File: src/rtl/alu_seq_datapath_if.sv
// Command, register-file access and result bundle for alu_seq_datapath.
// The master modport drives the requests; the slave modport is the datapath side.
interface alu_seq_datapath_if #(
  parameter int WIDTH = 16,
  parameter int NREGS = 8
);
  localparam int AW = $clog2(NREGS);

  logic             i_wr_en;
  logic [AW-1:0]    i_wr_addr;
  logic [WIDTH-1:0] i_wr_data;
  logic             i_start;
  logic [AW-1:0]    i_rn;
  logic [AW-1:0]    i_rm;
  logic [AW-1:0]    i_rd;
  logic [1:0]       i_alu_op;
  logic [1:0]       i_shift;
  logic             i_asel;
  logic             i_bsel;
  logic [4:0]       i_imm;
  logic [AW-1:0]    i_dbg_addr;
  logic             o_busy;
  logic             o_done;
  logic [WIDTH-1:0] o_datapath_out;
  logic [2:0]       o_status;
  logic [WIDTH-1:0] o_dbg_data;

  modport master (
    output i_wr_en, i_wr_addr, i_wr_data, i_start, i_rn, i_rm, i_rd,
           i_alu_op, i_shift, i_asel, i_bsel, i_imm, i_dbg_addr,
    input  o_busy, o_done, o_datapath_out, o_status, o_dbg_data
  );

  modport slave (
    input  i_wr_en, i_wr_addr, i_wr_data, i_start, i_rn, i_rm, i_rd,
           i_alu_op, i_shift, i_asel, i_bsel, i_imm, i_dbg_addr,
    output o_busy, o_done, o_datapath_out, o_status, o_dbg_data
  );
endinterface

File: src/rtl/alu_seq_datapath.sv
// Multi-cycle register-file ALU: load A, load B, execute, write back.
// Define STATUS_NV_EN to report overflow (V) and negative (N) in status; otherwise only Z.
module alu_seq_datapath #(
  parameter int WIDTH = 16,
  parameter int NREGS = 8
) (
  input  logic               clk,
  input  logic               reset_n,
  alu_seq_datapath_if.slave  bus
);
  localparam int AW = $clog2(NREGS);

  typedef enum logic [2:0] {IDLE, LOAD_A, LOAD_B, EXEC, WB} state_t;

  state_t           r_state;
  state_t           w_next;
  logic [AW-1:0]    r_rn, r_rm, r_rd;
  logic [1:0]       r_op, r_shift;
  logic             r_asel, r_bsel;
  logic [4:0]       r_imm;
  logic [WIDTH-1:0] r_a, r_b, r_c;
  logic [2:0]       r_status;
  logic             r_done;
  logic [WIDTH-1:0] r_regs [NREGS];
  logic [WIDTH-1:0] w_ain, w_bsh, w_bin, w_res;
  logic [2:0]       w_status;

  always_ff @(posedge clk) begin
    if (!reset_n) r_state <= IDLE;
    else          r_state <= w_next;
  end

  always_comb begin
    w_next = r_state;
    case (r_state)
      IDLE:    if (bus.i_start) w_next = LOAD_A;
      LOAD_A:  w_next = LOAD_B;
      LOAD_B:  w_next = EXEC;
      EXEC:    w_next = WB;
      WB:      w_next = IDLE;
      default: w_next = IDLE;
    endcase
  end

  // Shifter acts on B only; the immediate bypasses it entirely.
  always_comb begin
    w_ain = r_asel ? '0 : r_a;
    w_bsh = r_b;
    case (r_shift)
      2'b01:   w_bsh = {r_b[WIDTH-2:0], 1'b0};
      2'b10:   w_bsh = {1'b0, r_b[WIDTH-1:1]};
      2'b11:   w_bsh = {r_b[WIDTH-1], r_b[WIDTH-1:1]};
      default: w_bsh = r_b;
    endcase
    w_bin = r_bsel ? {{(WIDTH-5){1'b0}}, r_imm} : w_bsh;
    w_res = '0;
    case (r_op)
      2'b00:   w_res = w_ain + w_bin;
      2'b01:   w_res = w_ain - w_bin;
      2'b10:   w_res = w_ain & w_bin;
      default: w_res = ~w_bin;
    endcase
  end

`ifdef STATUS_NV_EN
  logic w_v;

  always_comb begin
    w_v = 1'b0;
    case (r_op)
      2'b00:   w_v = (w_ain[WIDTH-1] == w_bin[WIDTH-1]) && (w_res[WIDTH-1] != w_ain[WIDTH-1]);
      2'b01:   w_v = (w_ain[WIDTH-1] != w_bin[WIDTH-1]) && (w_res[WIDTH-1] != w_ain[WIDTH-1]);
      default: w_v = 1'b0;
    endcase
  end

  assign w_status = {w_v, w_res[WIDTH-1], (w_res == '0)};
`else
  assign w_status = {2'b00, (w_res == '0)};
`endif

  // External writes land at the start edge, so LOAD_A/LOAD_B already see them.
  always_ff @(posedge clk) begin
    if (!reset_n) begin
      r_rn     <= '0;
      r_rm     <= '0;
      r_rd     <= '0;
      r_op     <= '0;
      r_shift  <= '0;
      r_asel   <= 1'b0;
      r_bsel   <= 1'b0;
      r_imm    <= '0;
      r_a      <= '0;
      r_b      <= '0;
      r_c      <= '0;
      r_status <= '0;
      r_done   <= 1'b0;
      for (int i = 0; i < NREGS; i++) r_regs[i] <= '0;
    end else begin
      r_done <= 1'b0;
      case (r_state)
        IDLE: begin
          if (bus.i_wr_en) r_regs[bus.i_wr_addr] <= bus.i_wr_data;
          if (bus.i_start) begin
            r_rn    <= bus.i_rn;
            r_rm    <= bus.i_rm;
            r_rd    <= bus.i_rd;
            r_op    <= bus.i_alu_op;
            r_shift <= bus.i_shift;
            r_asel  <= bus.i_asel;
            r_bsel  <= bus.i_bsel;
            r_imm   <= bus.i_imm;
          end
        end
        LOAD_A: r_a <= r_regs[r_rn];
        LOAD_B: r_b <= r_regs[r_rm];
        EXEC: begin
          r_c      <= w_res;
          r_status <= w_status;
        end
        WB: begin
          r_regs[r_rd] <= r_c;
          r_done       <= 1'b1;
        end
        default: ;
      endcase
    end
  end

  assign bus.o_busy         = (r_state != IDLE);
  assign bus.o_done         = r_done;
  assign bus.o_datapath_out = r_c;
  assign bus.o_status       = r_status;
  assign bus.o_dbg_data     = r_regs[bus.i_dbg_addr];
endmodule

File: src/flat_wrapper.sv
// flat-port wrapper written by rule: the top's interface ports become plain ports
module alu_seq_datapath_flat 
#(
  parameter int WIDTH = 16,
  parameter int NREGS = 8
)
  (clk, reset_n, bus_i_wr_en, bus_i_wr_addr, bus_i_wr_data, bus_i_start, bus_i_rn, bus_i_rm, bus_i_rd, bus_i_alu_op, bus_i_shift, bus_i_asel, bus_i_bsel, bus_i_imm, bus_i_dbg_addr, bus_o_busy, bus_o_done, bus_o_datapath_out, bus_o_status, bus_o_dbg_data);
  alu_seq_datapath_if #(.WIDTH(WIDTH), .NREGS(NREGS)) bus_i ();
  input  logic clk;
  input  logic reset_n;
  input wire logic [$bits(bus_i.i_wr_en)-1:0] bus_i_wr_en;
  input wire logic [$bits(bus_i.i_wr_addr)-1:0] bus_i_wr_addr;
  input wire logic [$bits(bus_i.i_wr_data)-1:0] bus_i_wr_data;
  input wire logic [$bits(bus_i.i_start)-1:0] bus_i_start;
  input wire logic [$bits(bus_i.i_rn)-1:0] bus_i_rn;
  input wire logic [$bits(bus_i.i_rm)-1:0] bus_i_rm;
  input wire logic [$bits(bus_i.i_rd)-1:0] bus_i_rd;
  input wire logic [$bits(bus_i.i_alu_op)-1:0] bus_i_alu_op;
  input wire logic [$bits(bus_i.i_shift)-1:0] bus_i_shift;
  input wire logic [$bits(bus_i.i_asel)-1:0] bus_i_asel;
  input wire logic [$bits(bus_i.i_bsel)-1:0] bus_i_bsel;
  input wire logic [$bits(bus_i.i_imm)-1:0] bus_i_imm;
  input wire logic [$bits(bus_i.i_dbg_addr)-1:0] bus_i_dbg_addr;
  output wire logic [$bits(bus_i.o_busy)-1:0] bus_o_busy;
  output wire logic [$bits(bus_i.o_done)-1:0] bus_o_done;
  output wire logic [$bits(bus_i.o_datapath_out)-1:0] bus_o_datapath_out;
  output wire logic [$bits(bus_i.o_status)-1:0] bus_o_status;
  output wire logic [$bits(bus_i.o_dbg_data)-1:0] bus_o_dbg_data;
  assign bus_i.i_wr_en = bus_i_wr_en;
  assign bus_i.i_wr_addr = bus_i_wr_addr;
  assign bus_i.i_wr_data = bus_i_wr_data;
  assign bus_i.i_start = bus_i_start;
  assign bus_i.i_rn = bus_i_rn;
  assign bus_i.i_rm = bus_i_rm;
  assign bus_i.i_rd = bus_i_rd;
  assign bus_i.i_alu_op = bus_i_alu_op;
  assign bus_i.i_shift = bus_i_shift;
  assign bus_i.i_asel = bus_i_asel;
  assign bus_i.i_bsel = bus_i_bsel;
  assign bus_i.i_imm = bus_i_imm;
  assign bus_i.i_dbg_addr = bus_i_dbg_addr;
  assign bus_o_busy = bus_i.o_busy;
  assign bus_o_done = bus_i.o_done;
  assign bus_o_datapath_out = bus_i.o_datapath_out;
  assign bus_o_status = bus_i.o_status;
  assign bus_o_dbg_data = bus_i.o_dbg_data;
  alu_seq_datapath #(.WIDTH(WIDTH), .NREGS(NREGS)) u_core (.clk(clk), .reset_n(reset_n), .bus(bus_i));
endmodule
File: config.mk
export PLATFORM = sky130hd
export DESIGN_NAME = alu_seq_datapath_flat
export DESIGN_NICKNAME = d
export VERILOG_FILES = /design/src/rtl/alu_seq_datapath_if.sv /design/src/rtl/alu_seq_datapath.sv /design/src/flat_wrapper.sv
export SDC_FILE = /design/constraint.sdc
export NUM_CORES = 1
export LEC_CHECK = 0
export CAP_MARGIN = 0
export CELL_PAD_IN_SITES_DETAIL_PLACEMENT = 1
export CELL_PAD_IN_SITES_GLOBAL_PLACEMENT = 2
export CORE_UTILIZATION = 41
export DETAILED_ROUTE_END_ITERATION = 6
export PLACE_DENSITY_LB_ADDON = 0.1
export SLEW_MARGIN = 15
export SYNTH_ARGS = -nofsm -noshare
export SYNTH_HDL_FRONTEND = slang
export SYNTH_SLANG_ARGS = --single-unit
File: constraint.sdc
create_clock -name clk -period 4.5 [get_ports clk]
set_input_delay 0.9 -clock clk [delete_from_list [all_inputs] [get_ports clk]]
set_output_delay 0.9 -clock clk [all_outputs]
set_load 0.05 [all_outputs]
# After elaboration in Yosys (flattened, before gate mapping)
# Memory sizes are Yosys's and may differ from the RTL's. A register that Yosys moved wholly into a read port is not among the register bits.
# Index checks and enable logic that the tools add are counted.
# W data, S select, Z words.
# op_classes
add_sub_neg	2
eq_ne	10
muxes	20
bitwise_logic	2
n_reduce_logical	9
# ops
cell	count
$pmux W16 S3	2
$mux W16	4
$reduce_or A16 Y1	2
$add A16 B16 Y16	1
$and A16 B16 Y16	1
$logic_not A16 Y1	1
$not A16 Y16	1
$sub A16 B16 Y16	1
$pmux W3 S4	1
$mux W1	10
$mux W3	3
$eq A2 B2 Y1 const B	3
$eq A3 B2 Y1 const B	2
$eq A2 B1 Y1 const B	2
$eq A3 B1 Y1 const B	1
$eq A3 B3 Y1 const B	1
$logic_not A3 Y1	1
$reduce_bool A3 Y1	1
$logic_not A1 Y1	2
$logic_not A2 Y1	1
$ne A2 B2 Y1 const B	1
$reduce_and A2 Y1	1
# totals
reg_bits	41
mem_bits_rw	128
in_bits	46
out_inout_bits	37
mem_count	1
# memory_table
memory	words	word_bits	rd	rd_clocked_by_memory_dff	write_ports	line	text
u_core.r_regs	8	16	3	2	8	alu_seq_datapath.sv:24	logic [WIDTH-1:0] r_regs [NREGS];

# Longest topological paths before layout
# Gate-level depths: netlist of run 1.
# depth
word_depth	7
mapped_depth	20
mapped_depth_nobuf	17

# Worst setup path before layout of run 1
# OpenSTA, ideal clock, no wires.
# synth_path
path_type	flip-flop to flip-flop
from	register u_core.r_bsel
to	register u_core.r_status[0], in the netlist u_core.bus.o_status[0]
setup_ps	84
t_arrival_ps	3768
setup_slack_ps	648
stages_incl_launch_ff	20
n_path_buf	3
synth_period_minus_slack_ps	3852
path_cell_list	dfxtp_1 > buf_4 > buf_6 > buf_2 > a221o_1 > nand2_1 > ha_1 > nand2_1 > o41ai_1 > xor2_1 > ha_1 > o21a_1 > o21ai_1 > a31oi_2 > o2111ai_2 > nand3_2 > nand3_1 > or3b_1 > a2111o_1 > o31ai_2
# synth_between
elab_chain_len	4
# synth_rtl
item	line	text
from (decl)	alu_seq_datapath.sv:19	logic r_asel, r_bsel;
from (signal assigned)	alu_seq_datapath.sv:111	r_bsel <= bus.i_bsel;
$mux W16 (*)	alu_seq_datapath.sv:55	w_bin = r_bsel ? {{(WIDTH-5){1'b0}}, r_imm} : w_bsh;
$sub A16 B16 Y16 (tied with other cells)	alu_seq_datapath.sv:59	2'b01: w_res = w_ain - w_bin;
$pmux W16 S3 (*)	alu_seq_datapath.sv:57	case (r_op)
$logic_not A16 Y1 (*)	alu_seq_datapath.sv:79	assign w_status = {2'b00, (w_res == '0)};
to (signal assigned)	alu_seq_datapath.sv:119	r_status <= w_status;
to (decl)	alu_seq_datapath.sv:22	logic [2:0] r_status;
# Mark *: on every way between the ends. The rest lies on a longest branch, timed or not.
# A chain may end at the register's enable or synchronous reset.

# Worst setup path after layout of run 1
# layout_path
from	register u_core.r_shift[0]
to	register u_core.r_status[0], in the netlist u_core.bus.o_status[0]
# layout_between
elab_chain_len	6
# layout_rtl
item	line	text
from (decl)	alu_seq_datapath.sv:18	logic [1:0] r_op, r_shift;
from (signal assigned)	alu_seq_datapath.sv:109	r_shift <= bus.i_shift;
$eq A2 B2 Y1 or $eq A2 B1 Y1 (tied branches)	alu_seq_datapath.sv:49	case (r_shift)
$pmux W16 S3 (*)	alu_seq_datapath.sv:49	
$mux W16 (*)	alu_seq_datapath.sv:55	
$sub A16 B16 Y16 (tied with other cells)	alu_seq_datapath.sv:59	
$pmux W16 S3 (*)	alu_seq_datapath.sv:57	
$logic_not A16 Y1 (*)	alu_seq_datapath.sv:79	
# Marks and branches as above.

==> flow_summary.toml, run 1 <==
[place]
post-dp-hpwl_um = 26800
port_buffers = 80
place.gp.congestion = 0.810
place_area_um2 = 13500
dpl_worst_slack_ps = 260

[sta]
hold_violations = 0
max_clock_freq_mhz = 236
slew_violations = 0
worstMarginPinSlew_ps = 1030
fin_crit_sh_pct = 94.0
maxSlewHeadroom_pct = 31.4
final.setup_skew_ps = 17.5
rsz0062_at_grt = "false"
fin_crit_ps = 4230
fin_setup_tns_ps = 0
worst_slack_ps = 269
setup_viol = 0

[setup_path]
critPathRequiredTime_ps = 4960
rr_endpoint = "u_core.bus.o_status[0]"
rr_worst_depth = 17
crit_start = "u_core.r_shift[0]"
critPathCaptureType = "flip-flop"
crit_end = "u_core.bus.o_status[0]"
crit_type = "flip-flop to flip-flop"
path_max_fanout = 14
critical_path_arrival_ps = 4690
reg2reg_slack_ps = 270
startpoint_type = "flip-flop"
worstReg2RegStart = "u_core.r_shift[0]"

[global_route]
grt_antenna_before_repair = 1
grt_pass1_vias = 9484
top_usage_layer = "met2"
grt_pass1_wl_um = 59600
grtUsageMet1_pct = 35.7
track_usage_pct = 26.3
met3_usage_pct = 3.48
grt-ovfl-total = 0
grtUsageMet2_pct = 44.3
grt_max_degree = 69

[synth]
yosysTopAreaCell = "edfxtp_1"
ys_types = 77
yosysWarningCount = 0
synth_flop_cell = "edfxtp_1"
avgSynthCellArea_um2 = 11.3
synth-seq-area-share_pct = 43.5
synth_edf_count = 128
syn_area_um2 = 12200
synth.top_cell.area_share_pct = 31.5
ys_seq_elements = 201
synthArstFlopShare_pct = 0
syn_inst = 1078
synthTopCellsByArea = "edfxtp_1 (32%), mux4_2 (18%), dfxtp_1 (12%), nor2_1 (5.8%), mux2i_1 (5.7%)"

[route]
viasPerCell = 5.90
drtIter0Drc = 660
drc = 0
routed-via-count = 9210
wl_um = 39400
drt_first_pass_iters = 4
ant_nets = 0
avgRoutedWirePerCell_um = 25.2

[clock_tree]
cts.root.buffer_cell = "clkbuf_16"
postCtsHoldBufs = 0
cts_tree = "yes"
cts_setup_buffers = 0
cts_buffer_depth = 3
clock_latency_ps = 560
cts_sinks = 201
h-tree-depth = 1
cts_buffers = 27
clk_pin_slew_worst_paths_ps = 60

[die]
coreArea_um2 = 29000
die-height_um = 174
die_area_um2 = 30400
die-width_um = 174
initial_core_util_pct = 42.0
rows = 62
io_pins = 83

[power_and_ir_drop]
p_leak_nw = 5.01
ir_drop_mv = 0.319
power_mw = 6.12
cellPowerDensity_nw_per_um2 = 426

[cells_and_area]
multi_input_area_um2 = 6500
area_growth_pct = 17.9
fin_util_pct = 49.6
post-route-cell-area_um2 = 14400
nets = 1221
drive_gt1_share_pct = 21.3
n_antenna_cell = 0
fillers = 3109
regArea_um2 = 5310

[flow_run]
maxCapViolations = 0

[worst_hold_path]
hold_class = "flip-flop to flip-flop"

[run_status]
status = "complete, no violations"
-- registers in the layout, indices dropped and copies added, names as in the netlist, 5 cells and up --
name / cells
u_core.r_regs: 128
u_core.bus.o_datapath_out: 16
u_core.r_a: 16
u_core.r_b: 16
u_core.r_imm: 5
-- cell usage in the layout, fill, tap and decap left out, types with 11 or more instances in the layout --
cell,count
inv_1,12
a21oi_1,45
nor2b_1,36
o21ai_0,20
mux2i_1,70
clkdlybuf4s50_1,63
mux4_2,96
mux2_2,18
xor2_1,11
edfxtp_1,128
ha_1,17
nor2_1,188
xnor2_1,13
dfxtp_1,70
clkbuf_16,27
buf_4,65
nand2b_1,12
a211oi_1,41
nand2_1,96
-- power by group --
group	switching (mW)	internal, mW	total, mW
clock network	0.856	1.33	2.18
registers	0.132	2.07	2.20
logic	1.00	0.736	1.74
-- worst min-delay path by stage --
| stage | slack [ps] | from | cells past startpoint | end |
|---|---|---|---|---|
| 5_1_grt | 490 | u_core.r_imm[4] | 2 | u_core.r_imm[4] |
| 3_3_place_gp | 450 | u_core.r_imm[3] | 2 | u_core.r_imm[3] |
| 4_1_cts | 470 | u_core.r_imm[0] | 2 | u_core.r_imm[0] |
| 6_report | 460 | u_core.r_imm[4] | 2 | u_core.r_imm[4] |
| 3_5_place_dp | 460 | u_core.r_imm[0] | 2 | u_core.r_imm[0] |
| 2_1_floorplan | 430 | u_core.r_imm[0] | 2 | u_core.r_imm[0] |
-- cells by family after synthesis --
| logic type | share of synthesized area (%) |
|---|---|
| compound gates | 9.83 |
| xor+xnor | 1.72 |
| fa+ha+maj | 1.91 |
| buf+inv | 3.42 |
| flops | 43.5 |
| mux | 25.4 |
| other cells | 0.0307 |
| simple gates | 14.2 |
-- synth_stat cells (13+ instances only) --
master / count
dfxtp_1: 73
mux4_2: 96
edfxtp_1: 128
ha_1: 17
a21oi_1: 45
nor2b_1: 36
nand2_1: 96
mux2_2: 18
o21ai_0: 21
clkbuf_1: 52
nor2_1: 188
a211oi_1: 42
mux2i_1: 70
xnor2_1: 13
-- metal layers --
layer | vias to the layer above | share of wire (%) | wire length (um)
li1 | 4191 | - | -
met4 | 2 | 2.3 | 908
met2 | 213 | 49 | 19200
met1 | 4743 | 44 | 17500
met3 | 61 | 4.5 | 1760
met5 | - | 0.033 | 13
-- per-stage QoR --
| stage | cells | hold WS [ps] |
|---|---|---|
| after global placement | 1512 | 449 |
| after floorplan | 1079 | 431 |
| after detailed placement | 1512 | 459 |
| final | 1560 | 462 |
| after global routing | 1560 | 487 |
| after CTS | 1560 | 468 |
-- layout make-up --
| cell class | instances | area share, % |
|---|---|---|
| sequential | 201 | 36.9 |
| inverter | 15 | 0.391 |
| tap | 384 | 3.34 |
| timing repair buffer | 130 | 7.95 |
| multi-input combinational | 782 | 45.2 |
| clock inverter | 12 | 1.07 |
| clock buffer | 36 | 5.14 |
-- worst max-delay path: stages (launching register included) --
cell and delay, ps:
dfxtp_1 400, buf_4 280, mux2i_1 260, a221oi_2 80, buf_4 170, nor4_2 410, nand2_1 90, o21ai_1 270
nand2_1 130, xnor2_1 150, ha_1 380, a21o_1 200, a21oi_1 210, nand3_2 110, nand3_1 80, or3b_1 370
a2111o_1 390, o31ai_2 160
-- timing repair --
item | in CTS | in global routing
endpoints found under the setup margin | 0 | 2
endpoints found under the hold margin | 0 | 0
resized for setup | 0 | 3
No activity file was read; power rests on OpenSTA's default activity.
==> run 2, diff against run 1 <==
--- a/config.mk
+++ b/config.mk
@@ -5,10 +5,11 @@
 export SDC_FILE = /design/constraint.sdc
 export NUM_CORES = 1
 export LEC_CHECK = 0
-export CAP_MARGIN = 0
+export CAP_MARGIN = 20
 export CELL_PAD_IN_SITES_DETAIL_PLACEMENT = 1
 export CELL_PAD_IN_SITES_GLOBAL_PLACEMENT = 2
 export CORE_UTILIZATION = 41
+export CTS_CLUSTER_SIZE = 40
 export DETAILED_ROUTE_END_ITERATION = 6
 export PLACE_DENSITY_LB_ADDON = 0.1
 export SLEW_MARGIN = 15
==> results of run 2 <==
No change in the layout: final DEF, timing and power equal those of run 1.
